===== src/rtl/descriptor_streamer_pkg.sv =====
// Shared constants for the EP0 descriptor data-stage streamer: FSM state
// codes, default packet size and USB data PIDs.
package descriptor_streamer_pkg;

  localparam int MAX_PKT_DEF = 8;

  localparam logic [2:0] ST_IDLE     = 3'd0;
  localparam logic [2:0] ST_WAIT_IN  = 3'd1;
  localparam logic [2:0] ST_FETCH    = 3'd2;
  localparam logic [2:0] ST_SEND     = 3'd3;
  localparam logic [2:0] ST_WAIT_ACK = 3'd4;

  localparam logic [3:0] PID_DATA0 = 4'b0011;
  localparam logic [3:0] PID_DATA1 = 4'b1011;

  function automatic logic [3:0] next_pid(input logic [3:0] pid);
    return (pid == PID_DATA1) ? PID_DATA0 : PID_DATA1;
  endfunction

endpackage


===== src/rtl/descriptor_streamer_if.sv =====
// Byte stream from the descriptor streamer to the TX packetiser.
interface descriptor_streamer_if;

  logic       tx_valid;
  logic       tx_ready;
  logic [7:0] tx_data;
  logic       tx_last;
  logic       tx_zlp;
  logic       tx_pid_data1;

  modport master (
    output tx_valid, tx_data, tx_last, tx_zlp, tx_pid_data1,
    input  tx_ready
  );

  modport slave (
    input  tx_valid, tx_data, tx_last, tx_zlp, tx_pid_data1,
    output tx_ready
  );

endinterface


===== src/rtl/descriptor_streamer.sv =====
// EP0 IN data-stage engine: walks the descriptor ROM in max-packet chunks,
// handles DATA0/DATA1 toggling, retransmission and the trailing ZLP.
//
// state       | meaning
// ------------+----------------------------------------------------------
// ST_IDLE     | no data stage active, waiting for start
// ST_WAIT_IN  | waiting for an IN token for the next packet
// ST_FETCH    | ROM read in flight for the current byte
// ST_SEND     | byte or ZLP presented to the transmitter
// ST_WAIT_ACK | packet sent, waiting for host ACK (or a repeated IN)
module descriptor_streamer
  import descriptor_streamer_pkg::*;
#(
  parameter int ADDR_W  = 10,
  parameter int LEN_W   = 16,
  parameter int MAX_PKT = MAX_PKT_DEF
) (
  input  logic                 clk,
  input  logic                 rst_n,
  input  logic                 start,
  input  logic [ADDR_W-1:0]    start_addr,
  input  logic [LEN_W-1:0]     desc_len,
  input  logic [LEN_W-1:0]     req_len,
  input  logic                 abort,
  input  logic                 pkt_req,
  input  logic                 pkt_ack,
  output logic [ADDR_W-1:0]    rom_addr,
  input  logic [7:0]           rom_data,
  descriptor_streamer_if.master tx,
  output logic                 busy,
  output logic                 done
);

  localparam int PKT_LOG = $clog2(MAX_PKT);
  localparam int PKT_W   = PKT_LOG + 1;

  logic [2:0]        state;
  logic [ADDR_W-1:0] base;
  logic [LEN_W-1:0]  remaining;
  logic [PKT_W-1:0]  pkt_len;
  logic [PKT_W-1:0]  cnt;
  logic [3:0]        cur_pid;
  logic              zlp_pend;
  logic              cur_zlp;

  logic [LEN_W-1:0]  total;
  logic [PKT_W-1:0]  next_len;
  logic [LEN_W-1:0]  rem_after;
  logic              last_byte;

  always_comb begin
    total     = (desc_len < req_len) ? desc_len : req_len;
    next_len  = (remaining >= LEN_W'(MAX_PKT)) ? PKT_W'(MAX_PKT) : remaining[PKT_W-1:0];
    rem_after = remaining - LEN_W'(pkt_len);
    last_byte = cur_zlp || (cnt == pkt_len - PKT_W'(1));
  end

  assign tx.tx_valid     = (state == ST_SEND);
  assign tx.tx_data      = rom_data;
  assign tx.tx_last      = (state == ST_SEND) && last_byte;
  assign tx.tx_zlp       = (state == ST_SEND) && cur_zlp;
  assign tx.tx_pid_data1 = (cur_pid == PID_DATA1);
  assign busy            = (state != ST_IDLE);

  always_ff @(posedge clk or negedge rst_n) begin
    if (!rst_n) begin
      state     <= ST_IDLE;
      base      <= '0;
      remaining <= '0;
      pkt_len   <= '0;
      cnt       <= '0;
      cur_pid   <= PID_DATA0;
      zlp_pend  <= 1'b0;
      cur_zlp   <= 1'b0;
      rom_addr  <= '0;
      done      <= 1'b0;
    end else begin
      done <= 1'b0;
      if (abort) begin
        state <= ST_IDLE;
      end else begin
        case (state)
          ST_IDLE: begin
            if (start) begin
              base      <= start_addr;
              remaining <= total;
              cur_pid   <= PID_DATA1;
              // A short transfer ending on a packet boundary needs a ZLP
              zlp_pend  <= (total < req_len) && (total[PKT_LOG-1:0] == '0);
              if (total == '0 && req_len == '0) done <= 1'b1;
              else                              state <= ST_WAIT_IN;
            end
          end
          ST_WAIT_IN: begin
            if (pkt_req) begin
              pkt_len <= next_len;
              cnt     <= '0;
              if (next_len == '0) begin
                cur_zlp <= 1'b1;
                state   <= ST_SEND;
              end else begin
                cur_zlp  <= 1'b0;
                rom_addr <= base;
                state    <= ST_FETCH;
              end
            end
          end
          ST_FETCH: state <= ST_SEND;
          ST_SEND: begin
            if (tx.tx_ready) begin
              if (last_byte) begin
                state <= ST_WAIT_ACK;
              end else begin
                cnt      <= cnt + PKT_W'(1);
                rom_addr <= base + ADDR_W'(cnt) + ADDR_W'(1);
                state    <= ST_FETCH;
              end
            end
          end
          ST_WAIT_ACK: begin
            if (pkt_ack) begin
              base      <= base + ADDR_W'(pkt_len);
              remaining <= rem_after;
              cur_pid   <= next_pid(cur_pid);
              if (cur_zlp || (rem_after == '0 && !zlp_pend)) begin
                done  <= 1'b1;
                state <= ST_IDLE;
              end else begin
                if (rem_after == '0) zlp_pend <= 1'b0;
                state <= ST_WAIT_IN;
              end
            end else if (pkt_req) begin
              // Host missed our data: replay the same packet, same PID
              cnt <= '0;
              if (cur_zlp) begin
                state <= ST_SEND;
              end else begin
                rom_addr <= base;
                state    <= ST_FETCH;
              end
            end
          end
          default: state <= ST_IDLE;
        endcase
      end
    end
  end

endmodule


===== src/flat_wrapper.sv =====
// flat-port wrapper written by rule: the top's interface ports become plain ports
module descriptor_streamer_flat import descriptor_streamer_pkg::*;
#(
  parameter int ADDR_W  = 10,
  parameter int LEN_W   = 16,
  parameter int MAX_PKT = MAX_PKT_DEF
)
  (clk, rst_n, start, start_addr, desc_len, req_len, abort, pkt_req, pkt_ack, rom_addr, rom_data, busy, done, tx_tx_valid, tx_tx_data, tx_tx_last, tx_tx_zlp, tx_tx_pid_data1, tx_tx_ready);
  descriptor_streamer_if tx_i ();
  input  logic clk;
  input  logic rst_n;
  input  logic start;
  input  logic [ADDR_W-1:0] start_addr;
  input  logic [LEN_W-1:0] desc_len;
  input  logic [LEN_W-1:0] req_len;
  input  logic abort;
  input  logic pkt_req;
  input  logic pkt_ack;
  output logic [ADDR_W-1:0] rom_addr;
  input  logic [7:0] rom_data;
  output logic busy;
  output logic done;
  output wire logic [$bits(tx_i.tx_valid)-1:0] tx_tx_valid;
  output wire logic [$bits(tx_i.tx_data)-1:0] tx_tx_data;
  output wire logic [$bits(tx_i.tx_last)-1:0] tx_tx_last;
  output wire logic [$bits(tx_i.tx_zlp)-1:0] tx_tx_zlp;
  output wire logic [$bits(tx_i.tx_pid_data1)-1:0] tx_tx_pid_data1;
  input wire logic [$bits(tx_i.tx_ready)-1:0] tx_tx_ready;
  assign tx_tx_valid = tx_i.tx_valid;
  assign tx_tx_data = tx_i.tx_data;
  assign tx_tx_last = tx_i.tx_last;
  assign tx_tx_zlp = tx_i.tx_zlp;
  assign tx_tx_pid_data1 = tx_i.tx_pid_data1;
  assign tx_i.tx_ready = tx_tx_ready;
  descriptor_streamer #(.ADDR_W(ADDR_W), .LEN_W(LEN_W), .MAX_PKT(MAX_PKT)) u_core (.clk(clk), .rst_n(rst_n), .start(start), .start_addr(start_addr), .desc_len(desc_len), .req_len(req_len), .abort(abort), .pkt_req(pkt_req), .pkt_ack(pkt_ack), .rom_addr(rom_addr), .rom_data(rom_data), .tx(tx_i), .busy(busy), .done(done));
endmodule

===== config.mk =====
export PLATFORM = sky130hd
export DESIGN_NAME = descriptor_streamer_flat
export DESIGN_NICKNAME = d
export VERILOG_FILES = /design/src/rtl/descriptor_streamer_pkg.sv /design/src/rtl/descriptor_streamer_if.sv /design/src/rtl/descriptor_streamer.sv /design/src/flat_wrapper.sv
export SDC_FILE = /design/constraint.sdc
export NUM_CORES = 1
export LEC_CHECK = 0
export CORE_MARGIN = 4
export CORE_UTILIZATION = 50
export DETAILED_ROUTE_END_ITERATION = 8
export GPL_TIMING_DRIVEN = 0
export HOLD_SLACK_MARGIN = 0.15
export PLACE_DENSITY = 0.76
export SETUP_SLACK_MARGIN = 0.02
export SYNTH_ARGS = -nofsm -noshare
export SYNTH_HDL_FRONTEND = slang
export SYNTH_SLANG_ARGS = --single-unit

===== constraint.sdc =====
create_clock -name clk -period 5.1 [get_ports clk]
set_input_delay 0.765 -clock clk [delete_from_list [all_inputs] [get_ports clk]]
set_output_delay 0.765 -clock clk [all_outputs]
set_load 0.05 [all_outputs]

After elaboration in Yosys (flattened, before gate mapping)

Index checks and enable logic that the tools add are counted.

Reductions and logical operators: 23
Bitwise logic cells: 1
Equal/unequal tests: 22
Add/subtract/negate cells: 6
Multiplexer cells: 49
Order comparisons: 3

Operators by type and width:

| operator                                                           | number |
|---|---|
| two-way mux 10 bit                                                 | 9 |
| logical NOT 16 bit                                                 | 3 |
| two-way mux 16 bit                                                 | 3 |
| < comparator 16 bit                                                | 2 |
| two-way mux 4 bit                                                  | 8 |
| one-hot mux 16 bit (2 select lines)                                | 1 |
| one-hot mux 10 bit (3 select lines)                                | 1 |
| two-way mux 3 bit                                                  | 8 |
| adder 10 x 4 -> 10 bit                                             | 2 |
| one-hot mux 10 bit (2 select lines)                                | 1 |
| != test 2 bit, second input constant                               | 9 |
| greater-or-equal comparator 16 x 4 -> 1 bit, second input constant | 1 |
| subtractor 16 x 4 -> 16 bit                                        | 1 |
| one-hot mux 3 bit (5 select lines)                                 | 1 |
| two-way mux 1 bit                                                  | 13 |
| one-hot mux 4 bit (3 select lines)                                 | 1 |
| adder 10 x 1 -> 10 bit, second input constant                      | 1 |
| AND reduction 5 bit                                                | 2 |
| != test 3 bit, second input constant                               | 3 |
| AND reduction 9 bit                                                | 1 |
| one-hot mux 4 bit (2 select lines)                                 | 1 |
| == test 3 x 2 -> 1 bit, second input constant                      | 2 |
| logical NOT 3 bit                                                  | 2 |
| AND reduction 6 bit                                                | 1 |
| other kinds (19)                                                   | 27 |

Register bits after elaboration: 54
Input port bits: 57
Output and inout bits: 24
Word-level logic and storage cells: 114

Longest topological paths before layout

Gate-level depths: netlist of run 1.

Depth in word-level cells: 8
Mapped depth: 16
Depth with buffers taken out: 15

Worst setup path after synthesis of run 1

Ideal clock, no wire load.

Kind: input -> register
Start point: input port req_len[10]
End point: register u_core.zlp_pend
Path slack: 1463 ps
Stages on the path: 15
Required time: 5033 ps
Data arrival time: 3570 ps
Cells stage by stage: inv_1 > ha_1 > and4_1 > nand2_1 > nor4_1 > o31ai_4 > buf_4 > o21ai_0 > ha_1 > a21o_1 > a21o_1 > a221oi_1 > o311ai_0 > nor3_1 > a32o_1

Longest elaborated chain between the ends: 6

Ends and longest elaborated chain:

| item                                                     | RTL line                  | RTL |
|---|---|---|
| start, declared                                          | flat_wrapper.sv:15        | `input logic [LEN_W-1:0] req_len;` |
| < comparator 16 bit                                      | descriptor_streamer.sv:52 | `total = (desc_len < req_len) ? desc_len : req_len;` |
| two-way mux 16 bit                                       | descriptor_streamer.sv:52 |  |
| < comparator 16 bit or logical NOT 3 bit (tied branches) | descriptor_streamer.sv:89 | `zlp_pend <= (total < req_len) && (total[PKT_LOG-1:0] == '0);` |
| logical AND 1 bit *                                      | descriptor_streamer.sv:89 |  |
| two-way mux 1 bit *                                      | descriptor_streamer.sv:84 | `if (start) begin` |
| one-hot mux 1 bit (2 select lines) *                     | descriptor_streamer.sv:82 | `case (state)` |
| end signal, assigned                                     | descriptor_streamer.sv:89 |  |
| end, declared                                            | descriptor_streamer.sv:43 | `logic zlp_pend;` |

Every way passes the cells marked *; elsewhere a longest branch is shown, timed or not. The select of a mux whose other input is x is not followed.
A chain may end at the register's enable or synchronous reset.

Worst setup path after layout of run 1

Same ends and word-level chain as after synthesis.

==> results of run 1 <==
==> Yosys cell counts (5+ instances only) <==
library cell  number
a21o_1            14
a21oi_1           40
a221o_1            9
a22o_1             5
a31oi_1            5
buf_2              5
buf_4              9
clkbuf_1          16
dfrtp_1           51
ha_1              44
inv_1             31
nand2_1           59
nand2b_1           7
nand3_1           13
nand4_1            8
nor2_1            45
nor2b_1            7
nor3_1            21
nor4_1            14
o21ai_0           44
o21ai_2           10
o22ai_1            6
or3_1              6
xnor2_1            9
xor2_1            11
==> per-layer routing <==
metal / global-route usage / routed length (um) / part of all wire / vias to the layer above
met5: 0 / 0 / 0 / -
met4: 0.0595 / 174 / 0.014 / 0
met3: 0.0230 / 680 / 0.056 / 15
met2: 0.385 / 5700 / 0.47 / 141
met1: 0.333 / 5570 / 0.46 / 2069
li1: - / - / - / 2161
==> layout by cell type, fill, tap and decap left out, types with 7 or more instances in the layout <==
cell type and n:
clkdlybuf4s50_1 70, nand2_1 59, dfrtp_1 51, nor2_1 45, o21ai_0 44, ha_1 44
a21oi_1 40, inv_1 31, nor3_1 21, clkbuf_1 16, nor4_1 14, a21o_1 14
nand3_1 13, xor2_1 11, o21ai_2 10, buf_4 9, xnor2_1 9, a221o_1 9
nand4_1 8, nand2b_1 7, nor2b_1 7, clkbuf_8 7
==> state kept, by name (all words and copies together), names as in the netlist <==
signal            cells
u_core.base          10
u_core.cnt            4
u_core.cur_pid        1
u_core.cur_zlp        1
u_core.done           1
u_core.pkt_len        4
u_core.remaining     16
u_core.rom_addr      10
u_core.state          3
u_core.zlp_pend       1
==> worst max-delay path by stage <==
stage | startpoint | end | slack [ps]
detailed placement | req_len[10] | u_core.zlp_pend | 480
finish | req_len[10] | u_core.zlp_pend | 730
floorplan | req_len[10] | u_core.zlp_pend | 1460
global placement | req_len[10] | u_core.zlp_pend | 450
global route | req_len[10] | u_core.zlp_pend | 490
CTS | req_len[10] | u_core.zlp_pend | 790
==> power breakdown <==
group | internal (mW) | leakage (nW) | switching (mW)
clock | 0.124 | 0.0505 | 0.144
combinational | 0.369 | 1.70 | 0.552
sequential | 0.514 | 0.631 | 0.108
==> through the flow <==
step	util	instances	setup slack [ps]	area [um2]
finish	0.624	737	730	5440
global route	0.624	737	495	5440
CTS	0.624	737	786	5440
detailed placement	0.612	729	480	5340
global placement	0.611	728	452	5330
floorplan	-	549	1460	4480
==> logic make-up (layout without fill, tap and decap cells) <==
group | Yosys count | count (layout) | share of synthesized area
muxes | 2 | 2 | 0.00447
and+or+nand+nor | 201 | 201 | 0.222
adders and majority gates | 47 | 47 | 0.136
DFF | 51 | 51 | 0.285
buffers and inverters | 64 | 144 | 0.0659
AOI/OAI and AO/OA | 164 | 164 | 0.247
xor gates and xnor gates | 20 | 20 | 0.0391
==> final cells by class <==
| cell class | instances | area (um2) | area share |
|---|---|---|---|
| clock buffers | 7 | 96.3 | 0.0177 |
| multi-input cells | 434 | 2910 | 0.534 |
| flip-flops and latches | 51 | 1280 | 0.234 |
| plain buffers | 32 | 175 | 0.0322 |
| clock inverters | 1 | 7.51 | 0.00138 |
| repair buffers | 72 | 726 | 0.133 |
| well taps | 108 | 135 | 0.0248 |
| inverters | 32 | 120 | 0.0221 |
==> critical path: cells and delay by family <==
family | cells | cell delay, ps
AOI/OAI and AO/OA | 7 | 1390
adders and majority gates | 2 | 620
buffers and inverters | 3 | 780
and+or+nand+nor | 4 | 1090
==> flow_metrics.env, run 1 <==
export IMPL_setup_viol=0
export IMPL_slew_viol_final=0
export IMPL_synth_top_area_frac=0.285
export IMPL_end_kind="flip-flop"
export IMPL_timing_hold_violations_final=0
export IMPL_place_gp_congestion=0.913
export IMPL_syn_cell_area_um2=4480
export IMPL_die_x_um=103
export IMPL_dieArea_um2=10500
export IMPL_ir_drop_mv=0.170
export IMPL_numCtsBuffers=5
export IMPL_design_core_area_um2=8720
export IMPL_diodes=0
export IMPL_synth_edf_count=0
export IMPL_synth_largest_area_cell="dfrtp_1"
export IMPL_dp_hpwl_mm=9.75
export IMPL_fin_hold_ws_ps=332
export IMPL_syn_avg_cell_area_um2=8.16
export IMPL_ff2ff_path_depth=9
export IMPL_grt_pass1_wl_mm=19.9
export IMPL_cts_num_sinks=51
export IMPL_yosys_top_cells_area="dfrtp_1 (28%), ha_1 (12%), nand2_1 (4.9%)"
export IMPL_first_pass_iters=5
export IMPL_fp_row_count=34
export IMPL_yosysSeqAreaShare=0.285
export IMPL_ctsHoldBuffers=0
export IMPL_synth_flop_cell="dfrtp_1"
export IMPL_grt_usage=0.235
export IMPL_overflow=0
export IMPL_cts_resized=0
export IMPL_area_growth_pct=21.5
export IMPL_finalSetupTns_ps=0
export IMPL_avgViaCountPerCell=5.95
export IMPL_clk_pin_slew_worst_paths_ps=100
export IMPL_post_cts_setup_buffer_count=0
export IMPL_synth_ff_latch_count=51
export IMPL_fin_total_pwr_mw=1.81
export IMPL_die_h_um=103
export IMPL_io_buffers=71
export IMPL_grt_start_max_net_pins=40
export IMPL_hold_path_class="in -> async"
export IMPL_worst_pin_slew_ps=1070
export IMPL_status="finished, final reports clean"
export IMPL_fmax_mhz=229
export IMPL_clock_latency_ps=310
export IMPL_layout_drive_gt1_share=0.0811
export IMPL_dr_first_iter_drc_count=228
export IMPL_clock_path_buffers=2
export IMPL_cpPeakStageDelay_ps=530
export IMPL_cellLeakagePower_nw=2.38
export IMPL_cap_violations=0
export IMPL_synthArstFlopShare=1.00
export IMPL_critPathLaunchType="input pin"
export IMPL_power_density_nw_per_um2=333
export IMPL_root_buffer="clkbuf_8"
export IMPL_slowest_stage="nor4_1"
export IMPL_reg2reg_slack_ps=2030
export IMPL_htree_levels=2
export IMPL_wl_mm=12.1
export IMPL_required_ps=5360
export IMPL_reg2reg_to="u_core.zlp_pend"
export IMPL_finalCritPeriodShare=0.857
export IMPL_layout_nets=732
export IMPL_rsz0062_at_grt="no"
export IMPL_ys_warn_count=0
export IMPL_grt_pass1_vias=4220
export IMPL_arrival_ps=4630
export IMPL_crit_fanout=10
export IMPL_vias=4386
export IMPL_wire_per_inst_um=16.4
export IMPL_antenna_found_initial=0
export IMPL_syn_inst=549
export IMPL_critical_path_cell_chain="clkdlybuf4s50_1 > inv_1 > ha_1 > and4_1 > nand2_1 > nor4_1 > o31ai_4 > buf_4 > o21ai_0 > ha_1 > a21o_1 > a21o_1 > a221oi_1 > o311ai_0 > nor3_1 > a32o_1"
export IMPL_syn_nets=653
export IMPL_fin_skew_ps=2.83
export IMPL_finalCriticalPeriod_ps=4370
export IMPL_ioPinCount=81
export IMPL_antenna_left=0
export IMPL_fillers=752
export IMPL_start_util=0.514
export IMPL_max_slew_margin_rel=0.278
export IMPL_worstSetupPathType="in -> reg"
export IMPL_regToRegStartpoint="u_core.pkt_len[0]"
export IMPL_ys_types=66
export IMPL_cts_tree="yes"
export IMPL_drc=0
(Power assumes the default switching activity.)
==> run 2: changes to the inputs <==
CORE_MARGIN = 2   (was 4)
==> run 2 against run 1 <==
Cell count unchanged. Clock skew increased by 5.6 ps. Via count increased by 1.3%. Clock power decreased by 5%. Power decreased by 0.60%. Core utilization decreased by 0.10 points. Setup slack got worse by 63 ps. Critical path depth unchanged. Die area decreased by 7.6%. Wire length increased by 0.68%. Critical path type unchanged.
==> flow_metrics.env, run 2 (synthesis results as in run 1) <==
export IMPL_status="finished, final reports clean"
export IMPL_htree_levels=2
export IMPL_finalCriticalPeriod_ps=4430
export IMPL_clock_latency_ps=310
export IMPL_fin_cells=737
export IMPL_dr_first_iter_drc_count=291
export IMPL_cts_tree="yes"
export IMPL_ff2ff_path_depth=9
export IMPL_place_gp_congestion=0.912
export IMPL_layout_nets=732
export IMPL_arrival_ps=4690
export IMPL_wl_mm=12.2
export IMPL_timing_hold_violations_final=0
export IMPL_rsz0062_at_grt="no"
export IMPL_ioPinCount=81
export IMPL_diodes=0
export IMPL_ir_drop_mv=0.135
export IMPL_vias=4444
export IMPL_clk_pin_slew_worst_paths_ps=100
export IMPL_crit_fanout=10
export IMPL_worstSetupPathType="in -> reg"
export IMPL_reg2reg_slack_ps=2120
export IMPL_ctsHoldBuffers=0
export IMPL_cts_resized=0
export IMPL_power_density_nw_per_um2=331
export IMPL_pre_cts_ws_ps=444
export IMPL_max_slew_margin_rel=0.254
export IMPL_io_buffers=71
export IMPL_fmax_mhz=226
export IMPL_dieArea_um2=9730
export IMPL_root_buffer="clkbuf_8"
export IMPL_cellLeakagePower_nw=2.38
export IMPL_final_core_util=0.623
export IMPL_drc=0
export IMPL_path_buf_inv=3
export IMPL_hold_path_class="in -> async"
export IMPL_die_h_um=98.7
export IMPL_numCtsBuffers=5
export IMPL_die_x_um=98.7
export IMPL_setup_viol=0
export IMPL_grt_usage=0.255
export IMPL_largest_reg_flops=16
export IMPL_area_growth_pct=21.3
export IMPL_end_kind="flip-flop"
export IMPL_layout_drive_gt1_share=0.0795
export IMPL_layout_top_registers="u_core.remaining x16, u_core.base x10, u_core.rom_addr x10"
export IMPL_layout_commonest_cell="clkdlybuf4s50_1"
export IMPL_critPathLaunchType="input pin"
export IMPL_grt_pass1_wl_mm=20.5
export IMPL_cts_num_sinks=51
export IMPL_reg2reg_to="u_core.zlp_pend"
export IMPL_clock_path_buffers=2
export IMPL_antenna_found_initial=0
export IMPL_critical_path_cell_chain="clkdlybuf4s50_1 > inv_1 > ha_1 > and4_1 > nand2_1 > nor4_1 > o31ai_4 > buf_4 > o21ai_0 > ha_1 > a21o_1 > a21o_1 > a221oi_1 > o311ai_0 > nor3_1 > a32o_1"
export IMPL_slew_viol_final=0
export IMPL_antenna_left=0
export IMPL_regMostFlops="u_core.remaining"
export IMPL_overflow=0
export IMPL_first_pass_iters=5
export IMPL_fin_hold_ws_ps=394
export IMPL_cpPeakStageDelay_ps=560
export IMPL_worst_pin_slew_ps=1110
export IMPL_mostFrequentLayoutCells="clkdlybuf4s50_1 (70), nand2_1 (59), dfrtp_1 (51), nor2_1 (45)"
export IMPL_cp_top_family="compound AO/OA/AOI/OAI gates"
export IMPL_regToRegStartpoint="u_core.pkt_len[0]"
export IMPL_start_util=0.514
export IMPL_finalCritPeriodShare=0.869
export IMPL_post_cts_setup_buffer_count=0
export IMPL_cap_violations=0
export IMPL_numPlacedInstances=729
export IMPL_required_ps=5360
export IMPL_fin_skew_ps=8.42
export IMPL_slowest_stage="nor4_1"
export IMPL_setup_slack_ps=667
export IMPL_avgViaCountPerCell=6.03
export IMPL_wire_per_inst_um=16.6
export IMPL_finalSetupTns_ps=0
export IMPL_design_core_area_um2=8720
export IMPL_dp_hpwl_mm=9.78
export IMPL_grt_pass1_vias=4311
export IMPL_grt_start_max_net_pins=33
export IMPL_fp_row_count=34
## run 2: cell types whose count changed in the layout (fill, tap and decap cells not counted)
cell and delta:
clkinv_4 +1, clkinvlp_4 -1, clkbuf_1 +1, clkbuf_8 -1
## run 2: through the flow
stage	cell area, um2	power, mW
6_report	5440	1.80
5_1_grt	5440	1.91
4_1_cts	5440	1.79
3_5_place_dp	5340	1.54
3_3_place_gp	5330	1.51
2_1_floorplan	4480	1.26
## run 2: how the worst max path moves through the flow
stage / slack [ps] / startpoint / end / cells after the start
4_1_cts: 750 / req_len[10] / u_core.zlp_pend / 16
6_report: 670 / req_len[10] / u_core.zlp_pend / 16
3_3_place_gp: 450 / req_len[10] / u_core.zlp_pend / 16
3_5_place_dp: 440 / req_len[10] / u_core.zlp_pend / 16
2_1_floorplan: 1460 / req_len[10] / u_core.zlp_pend / 15
5_1_grt: 450 / req_len[10] / u_core.zlp_pend / 16
## run 2: final cells by class
type,count,area [um2]
fill,783,3290
inverter,32,120
tap,108,135
sequential,51,1280
clock inverter,1,8.76
clock buffer,7,86.3
multi-input combinational,434,2910
timing repair buffer,72,726
buffer,32,175
## run 2: power by group
part           leakage, nW  internal (mW)  switching (mW)
Sequential           0.631          0.514           0.110
Combinational         1.70          0.370           0.552
Clock               0.0484          0.112           0.142
Total                 2.38          0.996           0.804
## run 2: layer usage
metal | track usage | wire length [um] | up-vias
li1 | - | - | 2151
met4 | 0.0590 | 193 | 0
met5 | 0 | 0 | -
met3 | 0.0333 | 700 | 19
met2 | 0.433 | 5790 | 162
met1 | 0.349 | 5520 | 2112
==> run 3: changes to the inputs <==
PLACE_DENSITY = 0.77   (was 0.76)
==> run 3 against run 2 <==
Flip-flop and latch count unchanged. Critical path depth unchanged. Sequential share of layout area unchanged. Sequential power about the same. Setup slack improved by 13 ps. Maximum frequency increased by 0.30%. Core utilization unchanged. Register-to-register slack got worse by 60 ps. Largest cell class unchanged. Largest power group unchanged.
==> flow_metrics.env, run 3 (synthesis results as in run 1) <==
export IMPL_cts_resized=0
export IMPL_wl_met3_um=793
export IMPL_die_h_um=98.7
export IMPL_grt_pass1_wl_mm=20.3
export IMPL_switchingPower_mw=0.799
export IMPL_first_pass_iters=5
export IMPL_p_clk_frac=0.142
export IMPL_layout_commonest_cell="clkdlybuf4s50_1"
export IMPL_cap_violations=0
export IMPL_die_x_um=98.7
export IMPL_clock_latency_ps=310
export IMPL_clock_path_buffers=2
export IMPL_vias=4464
export IMPL_numCtsBuffers=5
export IMPL_worstSetupPathType="in -> reg"
export IMPL_required_ps=5360
export IMPL_regMostFlops="u_core.remaining"
export IMPL_fin_total_pwr_mw=1.79
export IMPL_post_cts_setup_buffer_count=0
export IMPL_critPathLaunchType="input pin"
export IMPL_power_density_nw_per_um2=330
export IMPL_dp_hpwl_mm=9.56
export IMPL_ctsHoldBuffers=0
export IMPL_hold_path_class="in -> async"
export IMPL_area_growth_pct=21.3
export IMPL_root_buffer="clkbuf_8"
export IMPL_rsz0062_at_grt="no"
export IMPL_setup_viol=0
export IMPL_intPower_mw=0.995
export IMPL_overflow=0
export IMPL_antenna_found_initial=0
export IMPL_wire_per_inst_um=16.3
export IMPL_finalSetupTns_ps=0
export IMPL_grt_usage=0.251
export IMPL_fp_row_count=34
export IMPL_p_seq_frac=0.347
export IMPL_layout_top_registers="u_core.remaining x16, u_core.base x10, u_core.rom_addr x10"
export IMPL_met2_length_mm=5.57
export IMPL_max_slew_margin_rel=0.338
export IMPL_drc=0
export IMPL_place_gp_congestion=0.965
export IMPL_timing_hold_violations_final=0
export IMPL_end_kind="flip-flop"
export IMPL_fmax_mhz=226
export IMPL_cellLeakagePower_nw=2.38
export IMPL_antenna_left=0
export IMPL_layout_nets=732
export IMPL_cts_tree="yes"
export IMPL_crit_fanout=10
export IMPL_finalCriticalPeriod_ps=4420
export IMPL_reg2reg_slack_ps=2060
export IMPL_worst_pin_slew_ps=984
export IMPL_design_core_area_um2=8720
export IMPL_finalCritPeriodShare=0.867
export IMPL_clk_pin_slew_worst_paths_ps=100
export IMPL_dieArea_um2=9730
export IMPL_drt_met1_wl_mm=5.34
export IMPL_grt_pass1_vias=4416
export IMPL_avgViaCountPerCell=6.06
export IMPL_grt_start_max_net_pins=36
export IMPL_mostFrequentLayoutCells="clkdlybuf4s50_1 (70), nand2_1 (59), dfrtp_1 (51), nor2_1 (45)"
export IMPL_largest_reg_flops=16
export IMPL_dr_first_iter_drc_count=269
export IMPL_ir_drop_mv=0.166
export IMPL_arrival_ps=4680
export IMPL_ioPinCount=81
export IMPL_htree_levels=2
export IMPL_top_layer_used="met4"
export IMPL_p_sw_frac=0.445
export IMPL_slew_viol_final=0
export IMPL_start_util=0.514
export IMPL_cts_num_sinks=51
export IMPL_io_buffers=71
export IMPL_comb_power_share=0.512
export IMPL_wl_mm=12.0
export IMPL_status="finished, final reports clean"
export IMPL_diodes=0
export IMPL_layout_drive_gt1_share=0.0795
export IMPL_fin_skew_ps=8.06
export IMPL_fillers=738
[run 3: routing by layer]
metal	track usage	vias to the layer above
met5	0	-
met4	0.0832	0
met3	0.0326	26
met2	0.410	183
met1	0.347	2107
li1	-	2148
[run 3: layout make-up]
cell class / instances / area (um2) / share of cell area
Clock inverter: 1 / 8.76 / 0.00161
Timing Repair Buffer: 72 / 726 / 0.134
Multi-Input combinational cell: 434 / 2910 / 0.535
Inverter: 32 / 120 / 0.0221
Tap cell: 108 / 135 / 0.0249
Sequential cell: 51 / 1280 / 0.235
Clock buffer: 7 / 86.3 / 0.0159
Buffer: 32 / 175 / 0.0322
[run 3: path summary, 6_finish.rpt]
| path | startpoint | to | cells after the start |
|---|---|---|---|
| setup / recovery | req_len[10] | u_core.zlp_pend | 16 |
| hold / removal | rst_n | u_core.state[1] | 1 |
| setup reg to reg | u_core.pkt_len[0] | u_core.zlp_pend | 9 |
| hold reg to reg | u_core.rom_addr[8] | u_core.rom_addr[8] | 2 |
| max in group asynchronous | rst_n | u_core.remaining[12] | 2 |
| min in group clk | u_core.rom_addr[8] | u_core.rom_addr[8] | 2 |
[run 3: critical path: stages]
cell	delay, ps
clkdlybuf4s50_1	470
inv_1	80
ha_1	310
and4_1	230
nand2_1	90
nor4_1	540
o31ai_4	200
buf_4	210
o21ai_0	290
ha_1	310
a21o_1	170
a21o_1	170
a221oi_1	260
o311ai_0	150
nor3_1	250
a32o_1	160
[run 3: power groups by stage]
stage	logic, mW	registers, mW	clock network, mW
floorplan	0.523	0.734	0
global placement	0.884	0.620	0
detailed placement	0.910	0.626	0
CTS	0.914	0.618	0.261
global route	1.01	0.639	0.270
finish	0.918	0.622	0.254
[run 3: per-stage QoR]
step / hold WS (ps) / instance area [um2] / utilization / setup slack, ps / instances
2_1_floorplan: 469 / 4480 / - / 1460 / 549
5_1_grt: 397 / 5440 / 0.623 / 426 / 737
4_1_cts: 378 / 5440 / 0.623 / 744 / 737
3_5_place_dp: 471 / 5340 / 0.612 / 465 / 729
6_report: 367 / 5440 / 0.623 / 680 / 737
3_3_place_gp: 461 / 5330 / 0.611 / 498 / 728
